## src/rtl/slope_detect_pkg.sv

```systemverilog
// Shared types and defaults for the sliding-window slope detector.
// Latency: n/a (declarations only).
// Backpressure: n/a.
package slope_detect_pkg;

  // Event FSM: IDLE may fire an event, HOLD suppresses events for a sample budget
  typedef enum logic {
    IDLE = 1'b0,
    HOLD = 1'b1
  } state_t;

  localparam int DEF_WIDTH         = 16;
  localparam int DEF_DEPTH         = 16;
  localparam int DEF_POS_THRESHOLD = 10;
  localparam int DEF_NEG_THRESHOLD = 10;
  localparam int DEF_MIN_DELTA     = 0;
  localparam int DEF_HOLDOFF       = 32;

  // Score width; the window never scores more than DEPTH-1, so this always fits
  function automatic int score_width(input int depth);
    return $clog2(depth);
  endfunction

endpackage

```

## src/rtl/slope_popcount.sv

```systemverilog
// Population count of a DEPTH-bit compare vector.
// Latency: combinational.
// Backpressure: none; caller keeps at least one bit clear so the count fits score_width(DEPTH).
module slope_popcount
  import slope_detect_pkg::*;
#(
  parameter int DEPTH = DEF_DEPTH
) (
  input  logic [DEPTH-1:0]                bits,
  output logic [score_width(DEPTH)-1:0]   count
);

  localparam int SW = score_width(DEPTH);

  // Ripple sum of set bits
  always_comb begin
    count = '0;
    for (int k = 0; k < DEPTH; k++) begin
      count = count + SW'(bits[k]);
    end
  end

endmodule

```

## src/rtl/slope_detect_win.sv

```systemverilog
// Sliding-window slope detector: oldest sample vs every newer one, with deadband, levels and held-off events.
// Latency: sample accepted at edge N -> scores after N+1 -> levels/events after N+2.
// Backpressure: none; i_valid may be high every clock, gaps freeze the window. SLOPE_DETECT_SIGNED_EN selects signed samples.
module slope_detect_win
  import slope_detect_pkg::*;
#(
  parameter int WIDTH         = DEF_WIDTH,
  parameter int DEPTH         = DEF_DEPTH,
  parameter int POS_THRESHOLD = DEF_POS_THRESHOLD,
  parameter int NEG_THRESHOLD = DEF_NEG_THRESHOLD,
  parameter int MIN_DELTA     = DEF_MIN_DELTA,
  parameter int HOLDOFF       = DEF_HOLDOFF
) (
  input  logic                           clk,
  input  logic                           reset,
  input  logic                           i_valid,
  input  logic [WIDTH-1:0]               i_in,
  output logic                           o_primed,
  output logic [score_width(DEPTH)-1:0]  o_score_pos,
  output logic [score_width(DEPTH)-1:0]  o_score_neg,
  output logic                           o_pos_slope,
  output logic                           o_neg_slope,
  output logic                           o_pos_event,
  output logic                           o_neg_event
);

  localparam int SW = score_width(DEPTH);
  localparam int CW = $clog2(DEPTH + 1);
  localparam int HW = $clog2(HOLDOFF + 2);

  // Compares run one bit wider than the samples so oldest +/- deadband cannot wrap
`ifdef SLOPE_DETECT_SIGNED_EN
  typedef logic signed [WIDTH:0] ext_t;
  function automatic ext_t extend(input logic [WIDTH-1:0] v);
    return ext_t'({v[WIDTH-1], v});
  endfunction
`else
  typedef logic [WIDTH:0] ext_t;
  function automatic ext_t extend(input logic [WIDTH-1:0] v);
    return {1'b0, v};
  endfunction
`endif

  localparam ext_t DELTA = ext_t'(MIN_DELTA);

  logic [WIDTH-1:0] mem [DEPTH];
  logic [CW-1:0]    fill;
  ext_t             oldest;
  logic [DEPTH-1:0] bit_pos;
  logic [DEPTH-1:0] bit_neg;
  logic [SW-1:0]    cnt_pos;
  logic [SW-1:0]    cnt_neg;
  logic             pos_next;
  logic             neg_next;
  logic             pos_rise;
  logic             neg_rise;
  state_t           state;
  state_t           state_nxt;
  logic [HW-1:0]    hold_cnt;
  logic [HW-1:0]    hold_nxt;
  logic             ev_pos;
  logic             ev_neg;

  // Window shift register; mem[0] is the oldest sample
  always_ff @(posedge clk or negedge reset) begin
    if (!reset) begin
      for (int k = 0; k < DEPTH; k++) mem[k] <= '0;
    end else if (i_valid) begin
      for (int k = 1; k < DEPTH; k++) mem[k-1] <= mem[k];
      mem[DEPTH-1] <= i_in;
    end
  end

  // Accepted-sample counter, saturating once the window is full
  always_ff @(posedge clk or negedge reset) begin
    if (!reset) begin
      fill <= '0;
    end else if (i_valid && (fill != CW'(DEPTH))) begin
      fill <= fill + CW'(1);
    end
  end

  assign o_primed = (fill == CW'(DEPTH));

  // Oldest-vs-newer compares; bit 0 (oldest vs itself) stays clear
  always_comb begin
    bit_pos = '0;
    bit_neg = '0;
    oldest  = extend(mem[0]);
    for (int k = 1; k < DEPTH; k++) begin
      bit_pos[k] = extend(mem[k]) > (oldest + DELTA);
      bit_neg[k] = (extend(mem[k]) + DELTA) < oldest;
    end
  end

  slope_popcount #(.DEPTH(DEPTH)) u_pop_pos (
    .bits  (bit_pos),
    .count (cnt_pos)
  );

  slope_popcount #(.DEPTH(DEPTH)) u_pop_neg (
    .bits  (bit_neg),
    .count (cnt_neg)
  );

  // Stage 1: scores re-registered every clock, held at zero until the window is full
  always_ff @(posedge clk or negedge reset) begin
    if (!reset) begin
      o_score_pos <= '0;
      o_score_neg <= '0;
    end else begin
      o_score_pos <= o_primed ? cnt_pos : '0;
      o_score_neg <= o_primed ? cnt_neg : '0;
    end
  end

  assign pos_next = int'(o_score_pos) > POS_THRESHOLD;
  assign neg_next = int'(o_score_neg) > NEG_THRESHOLD;
  assign pos_rise = pos_next && !o_pos_slope;
  assign neg_rise = neg_next && !o_neg_slope;

  // Stage 2: slope levels track the scores regardless of FSM state
  always_ff @(posedge clk or negedge reset) begin
    if (!reset) begin
      o_pos_slope <= 1'b0;
      o_neg_slope <= 1'b0;
    end else begin
      o_pos_slope <= pos_next;
      o_neg_slope <= neg_next;
    end
  end

  // Event FSM next state: positive wins a tie; rises seen in HOLD are discarded, not deferred
  always_comb begin
    state_nxt = state;
    hold_nxt  = hold_cnt;
    ev_pos    = 1'b0;
    ev_neg    = 1'b0;
    case (state)
      IDLE: begin
        if (pos_rise || neg_rise) begin
          ev_pos   = pos_rise;
          ev_neg   = !pos_rise;
          hold_nxt = HW'(HOLDOFF);
          if (HOLDOFF != 0) state_nxt = HOLD;
        end
      end
      HOLD: begin
        if (i_valid) begin
          hold_nxt = (hold_cnt != '0) ? hold_cnt - HW'(1) : '0;
          if (hold_cnt <= HW'(1)) state_nxt = IDLE;
        end
      end
      default: state_nxt = IDLE;
    endcase
  end

  // Event FSM registers and one-clock event pulses
  always_ff @(posedge clk or negedge reset) begin
    if (!reset) begin
      state       <= IDLE;
      hold_cnt    <= '0;
      o_pos_event <= 1'b0;
      o_neg_event <= 1'b0;
    end else begin
      state       <= state_nxt;
      hold_cnt    <= hold_nxt;
      o_pos_event <= ev_pos;
      o_neg_event <= ev_neg;
    end
  end

endmodule

```

## config.mk

```make
export PLATFORM = sky130hd
export DESIGN_NAME = slope_detect_win
export DESIGN_NICKNAME = d
export VERILOG_FILES = /design/src/rtl/slope_detect_pkg.sv /design/src/rtl/slope_popcount.sv /design/src/rtl/slope_detect_win.sv
export SDC_FILE = /design/constraint.sdc
export NUM_CORES = 1
export LEC_CHECK = 0
export BUFFER_PORTS_ARGS = -buffer_cell sky130_fd_sc_hd__clkbuf_2
export CORE_ASPECT_RATIO = 1.75
export CORE_MARGIN = 2
export CORE_UTILIZATION = 65
export DETAILED_ROUTE_END_ITERATION = 12
export GPL_TIMING_DRIVEN = 0
export PLACE_DENSITY = 0.82
export SLEW_MARGIN = 20
export SYNTH_ARGS = -nofsm -noshare
export SYNTH_HDL_FRONTEND = slang
export SYNTH_HIERARCHICAL = 1
export SYNTH_SLANG_ARGS = --single-unit
```

## constraint.sdc

```tcl
create_clock -name clk -period 13.6 [get_ports clk]
set_input_delay 2.72 -clock clk [delete_from_list [all_inputs] [get_ports clk]]
set_output_delay 2.72 -clock clk [all_outputs]
set_load 0.02 [all_outputs]
```

Word-level counts from Yosys, hierarchy flattened
Cells that the tools add are included.
{"block": "classes", "n_addsub": 30, "reduce_logical": 9, "n_shift": 0, "mux": 14, "magnitude_cmp": 33, "n_mul": 0, "bitwise": 1, "div_mod_pow": 0, "eq_ne": 4}
{"operator": "$gt 16x16->1", "count": 15}
{"operator": "$lt 16x16->1", "count": 15}
{"operator": "$add 4x1->4", "count": 26}
{"operator": "$mux 6", "count": 3}
{"operator": "$pmux 6 s2", "count": 1}
{"operator": "$gt 4x4->1 const B", "count": 2}
{"operator": "$mux 4", "count": 2}
{"operator": "$mux 1", "count": 7}
{"operator": "$le 6x1->1 const B", "count": 1}
{"operator": "$reduce_bool 6->1", "count": 1}
{"operator": "$sub 6x1->6 const B", "count": 1}
{"operator": "$add 5x1->5 const B", "count": 1}
{"operator": "$eq 5x5->1 const B", "count": 1}
{"operator": "$ne 5x5->1 const B", "count": 1}
{"operator": "$add 1x1->2", "count": 2}
{"operator": "$ne 2x2->1 const B", "count": 2}
{"operator": "$logic_and 1x1->1", "count": 3}
{"operator": "$logic_not 1->1", "count": 3}
{"operator": "$pmux 1 s2", "count": 1}
{"operator": "$reduce_and 2->1", "count": 1}
{"operator": "$logic_or 1x1->1", "count": 1}
{"operator": "$not 1->1", "count": 1}
{"block": "word_totals", "mem_bits_ro": 0, "latchBits": 0, "out_inout_bits": 13, "wordCells": 116, "mem_count": 0, "register_bits": 280, "ramBits": 0}

Logic depth before layout (Yosys ltp)
Gate-level depths: netlist of the first run.
{"block": "logic_depth", "word_depth": 16, "depth_mapped": 20}

Modules after synthesis
Netlist of the first run, hierarchy kept.
{"module": "slope_detect_win", "area_each_um2": 15683.8, "instances": 1, "cells_each": 1352}
{"module": "slope_popcount", "area_each_um2": 382.9, "instances": 2, "cells_each": 42}

Worst setup path before layout of the first run
Ideal clock, no wire load.
{"block": "synth_timing", "path_kind": "register -> register", "from": "reg mem[247] in the netlist's numbering", "to": "reg o_score_pos[1]", "arrival_ns": 4.530, "path_slack_ns": 8.951, "t_required_ns": 13.481, "stages_incl_launch_ff": 20, "path_cell_list": "dfrtp_1 > inv_1 > ha_1 > a21oi_1 > o21ai_0 > a22o_1 > o31a_1 > fa_1 > inv_1 > fa_1 > inv_1 > fa_1 > inv_1 > fa_1 > inv_1 > ha_1 > inv_1 > fa_1 > inv_1 > and2_1"}
{"block": "synth_via", "word_cells_on_any_way": 30, "classes_between": "14 x add/sub; 15 x order compare; 1 x mux"}
{"item": "start, declared", "line": "slope_detect_win.sv:46", "rtl": "logic [WIDTH-1:0] mem [DEPTH];"}
{"item": "start signal, assigned by index", "line": "slope_detect_win.sv:70", "rtl": "mem[DEPTH-1] <= i_in;"}
{"item": "$gt 16x16->1", "line": "slope_detect_win.sv:91", "rtl": "bit_pos[k] = extend(mem[k]) > (oldest + DELTA);"}
{"item": "via bit_pos[11]", "line": "slope_detect_win.sv:49", "rtl": "logic [DEPTH-1:0] bit_pos;"}
{"item": "$add 4x1->4 (5 in a row)", "line": "slope_popcount.sv:19", "rtl": "count = count + SW'(bits[k]);"}
{"item": "via cnt_pos[1]", "line": "slope_detect_win.sv:51", "rtl": "logic [SW-1:0] cnt_pos;"}
{"item": "$mux 4", "line": "slope_detect_win.sv:112", "rtl": "o_score_pos <= o_primed ? cnt_pos : '0;"}
{"item": "end signal, assigned", "line": "slope_detect_win.sv:112"}
{"item": "end, declared", "line": "slope_detect_win.sv:19", "rtl": "output logic [score_width(DEPTH)-1:0] o_score_pos,"}
The timed path passes the listed nets, and every way through them passes these cells.
A chain may end at the register's enable or synchronous reset.

Final worst setup path of the first run
{"block": "layout_timing", "from": "reg mem[249] in the netlist's numbering", "to": "reg o_score_pos[3]"}
{"block": "layout_via", "word_cells_on_any_way": 30, "classes_between": "14 x add/sub; 15 x order compare; 1 x mux"}
{"item": "$gt 16x16->1", "line": "slope_detect_win.sv:91"}
{"item": "via bit_pos[7]", "line": "slope_detect_win.sv:49"}
{"item": "$add 4x1->4 (9 in a row)", "line": "slope_popcount.sv:19"}
{"item": "via cnt_pos[3]", "line": "slope_detect_win.sv:51"}
{"item": "$mux 4", "line": "slope_detect_win.sv:112"}
The timed path passes the listed nets, and every way through them passes these cells.

==> run_results.csv, run 1 <==
group,metric,value,unit
status,status,"finished clean",
floorplanning,io_pins,32,
timing,slew_viol_final,0,
setup_path,endpoint_kind,"flip-flop",
logic_synthesis,synth_top_flop_cell,"dfrtp_1",
route,top_layer_used,"met4",
final_layout,stdcell_area,0.0179,mm2
route,met2_length,21.0,mm
timing,slew_headroom,26.1,%
place,place_inst,1786,
cts,hold_buffers,0,
route,wl_met1,13.6,mm
setup_path,critical_path_class,"flip-flop to flip-flop",
timing,final-hold-violation-count,0,
min_path,hold_path_depth,2,
cts,clk_pin_slew_worst_paths,0.07,ns
logic_synthesis,avgSynthCellArea,11.5,um2
cts,cts_tree,"built",
global_route,antenna_found_initial,0,
cts,root_buffer,"clkbuf_16",
timing,post-route-min-period,5.80,ns
timing,fmax,172,MHz
logic_synthesis,netlist_area,0.0164,mm2
cts,cts_buffers,26,
route,route.detailed.vias_per_inst,6.26,
min_path,hold_path.class,"flip-flop to flip-flop",
global_route,grt_pass1_wl,63.2,mm
floorplanning,die_x,124,um
cts,cts_setup_buffers,0,
place,hpwl,28.8,mm
cts,htree_levels,1,
floorplanning,coreArea,0.0250,mm2
cts,clk_latency,0.55,ns
setup_path,timing.rr.start,"mem[249]",
cts,ctsResizeCount,0,
place,placed_cell_area,0.0171,mm2
floorplanning,rows,77,
logic_synthesis,async_flop_share,100,%
route,num_vias,11500,
route,drc,0,
global_route,gr-total-overflow,0,
route,drtPass1Iterations,5,
logic_synthesis,synth_cell_types,38,
timing,tns,0,ns
setup_path,path_max_fanout,16,
setup_path,critical_path_required,14.08,ns
route,dr_wl_met3,1.31,mm
timing,finalWorstSetupSlack,7.80,ns
final_layout,fin_nets,1792,
final_layout,diodes,0,
timing,finalCritPeriodShare,42.7,%
logic_synthesis,synth_enable_flop_cells,0,
global_route,grt_pass1_vias,12400,
job,max_cap_viol_count,0,
timing,tightest_slew,1.11,ns
logic_synthesis,ys_ff_latch,280,
place,place_ws,7.82,ns
setup_path,start_kind,"flip-flop",
place,port_buffers,30,
min_path,hp-start,"mem[96]",
logic_synthesis,synth_warnings,6,
setup_path,r2r_end,"o_score_pos[3]",
timing,rsz0062_at_grt,"false",
cts,cts_max_path_buffers,3,
cts,cts_sinks,280,
logic_synthesis,yosysSeqAreaShare,42.6,%
setup_path,arrival,6.28,ns
route,routed_wl,39.1,mm
global_route,groute.usage.overall,30.1,%
place,gp_congestion,0.847,
route,drtIter0Drc,634,
floorplanning,dieArea,0.0266,mm2
final_layout,syn2layout_area_growth,8.93,%
final_layout,drive_gt1_share,21.9,%
setup_path,reg2reg_depth,19,
route,detail_route.wl_per_cell,21.4,um
timing,setup_viol,0,
route,ant_nets,0,
setup_path,ff2ff_setup_slack,7.80,ns
global_route,grt_start_max_net_pins,97,
final_layout,final_cells,1832,
logic_synthesis,syn_inst,1436,
min_path,min_to,"mem[112]",
floorplanning,initial_core_util,65.7,%
floorplanning,die_h,214,um
timing,fin_skew,0.00932,ns
worst max-delay path by stage:
stage | cells after the start | to | from
after floorplan | 19 | o_score_pos[1] | mem[247]
after global placement | 1 | mem[11] | reset
after detailed placement | 19 | o_score_pos[2] | mem[250]
after CTS | 19 | o_score_pos[1] | mem[250]
after global routing | 19 | o_score_pos[1] | mem[249]
final | 19 | o_score_pos[3] | mem[249]
stage by stage:
stage | hold slack (ns) | util, %
finish | 0.482 | 71.5
global route | 0.524 | 71.5
CTS | 0.484 | 71.5
detailed placement | 0.464 | 68.2
global placement | 0.455 | 67.9
floorplan | 0.438 | -
per-layer routing:
layer	track usage, %	vias to the layer above
li1	-	5288
met1	31.8	5691
met2	55.4	319
met3	3.02	177
met4	21.0	0
met5	0	-
layout by cell type (no fill, tap or decap), types with 3 or more instances in the layout:
| cell type | Yosys | layout |
|---|---|---|
| nor3_1 | 17 | 17 |
| clkinv_2 | 0 | 5 |
| inv_1 | 96 | 96 |
| xnor2_1 | 8 | 8 |
| o2bb2ai_1 | 3 | 3 |
| nor2_1 | 34 | 34 |
| clkbuf_2 | 0 | 29 |
| clkbuf_8 | 0 | 8 |
| a21o_1 | 19 | 19 |
| o21ai_0 | 75 | 75 |
| o31a_1 | 15 | 15 |
| nand3_1 | 15 | 15 |
| clkbuf_1 | 8 | 14 |
| a22o_1 | 15 | 15 |
| a21oi_1 | 122 | 122 |
| nand4_1 | 32 | 32 |
| buf_2 | 25 | 25 |
| and2_1 | 9 | 9 |
| ha_1 | 255 | 255 |
| dfrtp_1 | 280 | 280 |
| nor4_1 | 15 | 15 |
| fa_1 | 20 | 20 |
| clkbuf_16 | 0 | 27 |
| mux2_2 | 227 | 227 |
| nand2_1 | 126 | 126 |
| buf_16 | 0 | 3 |
cells by family (layout without fill, tap and decap cells):
logic type / after synthesis / after routing / share of synthesized area, %
and+or+nand+nor: 259 / 259 / 7.38
AOI/OAI and AO/OA: 255 / 255 / 8.96
buffers and inverters: 129 / 208 / 3.13
muxes: 228 / 228 / 15.6
DFF: 280 / 280 / 42.6
adders and majority gates: 275 / 275 / 21.8
other: 1 / 2 / 0.0228
xor gates and xnor gates: 9 / 9 / 0.479
synthesized netlist by cell type, types with 2 or more instances:
master     instances  area (um2)
a22o_1            15         131
a21o_1            19         143
nor4_1            15        93.8
ha_1             255        3190
o31a_1            15         131
nor2_1            34         128
nor3_1            17        85.1
xnor2_1            8        70.1
inv_1             96         360
o21ai_0           75         375
and2_1             9        56.3
a21oi_2            2        17.5
nand2_1          126         473
nor3b_1            2        15.0
mux2_2           227        2560
fa_1              20         400
nor2b_1            2        12.5
a21oi_1          122         611
buf_2             25         125
dfrtp_1          280        7010
nand4_1           32         200
clkbuf_1           8        30.0
o2bb2ai_1          3        26.3
nand3_1           15        75.1
state kept, by name, indices dropped and copies added, names as in the netlist:
signal	flops
o_score_neg	4
o_score_pos	4
state	1
fill	5
o_pos_event	1
mem	256
o_neg_slope	1
hold_cnt	6
o_neg_event	1
o_pos_slope	1
worst max-delay path, stage by stage, from the launching register on:
cell and delay, ns:
dfrtp_1 0.36, inv_1 0.79, ha_1 0.27, nand4_1 0.17
nor4_1 0.50, a22o_1 0.26, o31a_1 0.14, inv_1 0.05
fa_1 0.60, inv_1 0.08, fa_1 0.37, inv_1 0.09
fa_1 0.44, fa_1 0.60, inv_1 0.06, ha_1 0.29
a21o_1 0.20, a21oi_2 0.14, xnor2_1 0.15, and2_1 0.15
cell type report:
class / count / area, um2
plain buffers: 33 / 155
clock buffers: 40 / 795
clock inverters: 6 / 33.8
fillers: 1754 / 7130
inverters: 96 / 360
multi-input cells: 1028 / 8930
flip-flops and latches: 280 / 7010
well taps: 316 / 395
repair buffers: 33 / 241
Power of run 1 is left out: the tool's default activity adds up to more than one toggle a clock period on the data nets, which glitch-free logic cannot reach.
==> run 2, diff against run 1 <==
--- a/config.mk
+++ b/config.mk
@@ -8,10 +8,10 @@
 export BUFFER_PORTS_ARGS = -buffer_cell sky130_fd_sc_hd__clkbuf_2
 export CORE_ASPECT_RATIO = 1.75
 export CORE_MARGIN = 2
-export CORE_UTILIZATION = 65
+export CORE_UTILIZATION = 58
 export DETAILED_ROUTE_END_ITERATION = 12
 export GPL_TIMING_DRIVEN = 0
-export PLACE_DENSITY = 0.82
+export PLACE_DENSITY = 0.77
 export SLEW_MARGIN = 20
 export SYNTH_ARGS = -nofsm -noshare
 export SYNTH_HDL_FRONTEND = slang
==> constraint.sdc (replaced) <==
create_clock -name clk -period 5.2 [get_ports clk]
set_input_delay 1.04 -clock clk [delete_from_list [all_inputs] [get_ports clk]]
set_output_delay 1.04 -clock clk [all_outputs]
set_load 0.02 [all_outputs]
==> run 2 against run 1 <==
The run now ends with negative setup slack left; critical path type unchanged; highest routed layer unchanged; routed wire length grew 12%; critical endpoint is now o_score_pos[1]; clock-buffer cell count decreased by 3; clock skew is 0.011 ns higher; critical path depth increased by 1; register-to-register slack worse by 7.8 ns; non-clock buffer count increased by 70.
==> run_results.csv, run 2 (same netlist as run 1, synthesis figures left out) <==
group,metric,value,unit
status,status,"finished, violations left",
status,violations,"negative setup slack",
timing,slew_headroom,61.9,%
place,hpwl,28.2,mm
cts,root_buffer,"clkbuf_16",
global_route,groute.usage.overall,29.1,%
floorplanning,rows,81,
cts,htree_levels,1,
setup_path,path_delay_family,"adder cells",
route,drtPass1Iterations,4,
timing,fin_skew,0.0207,ns
setup_path,max_stage_delay,0.59,ns
setup_path,path_buf_inv,8,
setup_path,ff2ff_setup_slack,-0.02,ns
route,drc,0,
floorplanning,io_pins,32,
global_route,antenna_found_initial,0,
cts,cts_tree,"built",
route,routed_wl,43.7,mm
route,drtIter0Drc,664,
route,detail_route.wl_per_cell,22.3,um
setup_path,critical_path_required,5.64,ns
floorplanning,die_h,227,um
final_layout,diodes,0,
final_layout,drive_gt1_share,29.3,%
floorplanning,coreArea,0.0280,mm2
final_layout,final_common_cell,"dfrtp_1",
setup_path,critPathCapture,"o_score_pos[1]",
setup_path,crit_top_cell,"inv_1",
final_layout,reg_top3,"mem x256, hold_cnt x6, fill x5",
place,port_buffers,30,
timing,fmax,192,MHz
setup_path,start_kind,"flip-flop",
route,num_vias,11900,
timing,tightest_slew,0.567,ns
final_layout,syn2layout_area_growth,18.0,%
timing,hold_slack,0.406,ns
setup_path,reg2reg_depth,20,
setup_path,worst-path-stages,20,
timing,slew_viol_final,0,
route,ant_nets,0,
timing,rsz0062_at_grt,"true",
min_path,hold_path.class,"primary input to async pin",
route,route.detailed.vias_per_inst,6.08,
global_route,grt_start_max_net_pins,87,
global_route,grt_pass1_wl,66.6,mm
setup_path,worstPathCellList,"clkinvlp_4 > buf_12 > ha_4 > nand4_1 > nor4_4 > a22o_1 > o31a_1 > inv_1 > fa_2 > inv_1 > fa_1 > fa_1 > inv_1 > fa_1 > inv_1 > ha_2 > inv_1 > fa_2 > inv_1 > and2_1",
timing,finalWorstSetupSlack,-0.0191,ns
setup_path,r2r_end,"o_score_pos[1]",
final_layout,fin_nets,1863,
cts,cts_buffers,27,
setup_path,critical_path_class,"flip-flop to flip-flop",
final_layout,mostFrequentLayoutCells,"279 x dfrtp_1, 232 x ha_1, 227 x mux2_2",
timing,setup_viol,1,
setup_path,arrival,5.66,ns
timing,finalCritPeriodShare,100,%
final_layout,largest_reg_flops,256,
cts,clk_pin_slew_worst_paths,0.07,ns
place,gp_congestion,0.882,
setup_path,endpoint_kind,"flip-flop",
timing,post-route-min-period,5.22,ns
global_route,grt_pass1_vias,12600,
job,max_cap_viol_count,0,
floorplanning,initial_core_util,58.8,%
cts,clk_latency,0.55,ns
floorplanning,dieArea,0.0298,mm2
floorplanning,die_x,131,um
setup_path,timing.rr.start,"mem[249]",
final_layout,top_register,"mem",
cts,cts_sinks,280,
timing,final-hold-violation-count,0,
setup_path,path_max_fanout,7,
setup_path,startpoint,"mem[249]",
cts,cts_max_path_buffers,3,
setup_path,slowest_stage,"fa_2",
global_route,gr-total-overflow,0,
[run 2: cell count changes in the layout (fill, tap and decap cells not counted), moves of 4 or more]
| cell | delta |
|---|---|
| inv_1 | -18 |
| ha_1 | -23 |
| ha_4 | +21 |
| bufinv_16 | +5 |
| nor4_2 | +5 |
| buf_12 | +20 |
| clkinvlp_4 | +15 |
| buf_4 | +45 |
| nor4_4 | +4 |
| nor4_1 | -9 |
[run 2: repair_timing]
item / 4_1_cts / 5_1_grt
buffers inserted: 54 / 16
gates cloned: 0 / 1
pin swaps: 4 / 39
hold buffers: 0 / 0
gates resized for setup: 28 / 54
endpoints found under the setup margin: 7 / 6
[run 2: worst min-delay path by stage]
| stage | end | depth (start not counted) |
|---|---|---|
| detailed placement | fill[4] | 1 |
| global placement | mem[112] | 2 |
| CTS | mem[153] | 1 |
| finish | mem[154] | 1 |
| global route | mem[154] | 1 |
| floorplan | fill[4] | 1 |
[run 2: layer usage]
metal / vias up / track usage [%] / part of all wire [%]
met5: - / 0 / 0
met4: 0 / 23.0 / 9.7
met3: 196 / 3.76 / 3.5
met2: 343 / 54.8 / 53
met1: 5927 / 28.5 / 34
li1: 5454 / - / -
[run 2: per-stage QoR]
step	instances	worst slack (ns)	utilization, %	TNS [ns]	cell area [um2]
6_report	1960	-0.0191	69.4	-0.0191	19400
2_1_floorplan	1437	0.551	-	0	16500
4_1_cts	1944	0.00256	67.5	0	18900
3_5_place_dp	1843	-0.574	61.4	-2.82	17200
3_3_place_gp	1840	-2.61	61.0	-725.48	17100
5_1_grt	1960	-0.171	69.4	-0.583	19400
[run 2: cell type report]
class                   count  area [um2]
plain buffers              33         155
flip-flops and latches    280        7010
inverters                  96         417
clock inverters            10         179
repair buffers            103        1070
multi-input cells        1028        9340
well taps                 373         467
clock buffers              37         773
fillers                  2036        8570
[run 2: worst register-to-register path: stages, from the launching register on]
cell and delay (ns):
dfrtp_1 0.39, clkinvlp_4 0.12, buf_12 0.17, ha_4 0.30
nand4_1 0.18, nor4_4 0.38, a22o_1 0.25, o31a_1 0.15
inv_1 0.06, fa_2 0.59, inv_1 0.08, fa_1 0.48
fa_1 0.49, inv_1 0.05, fa_1 0.42, inv_1 0.08
ha_2 0.17, inv_1 0.05, fa_2 0.55, inv_1 0.04
and2_1 0.12
Power of run 2 is left out for the same reason.
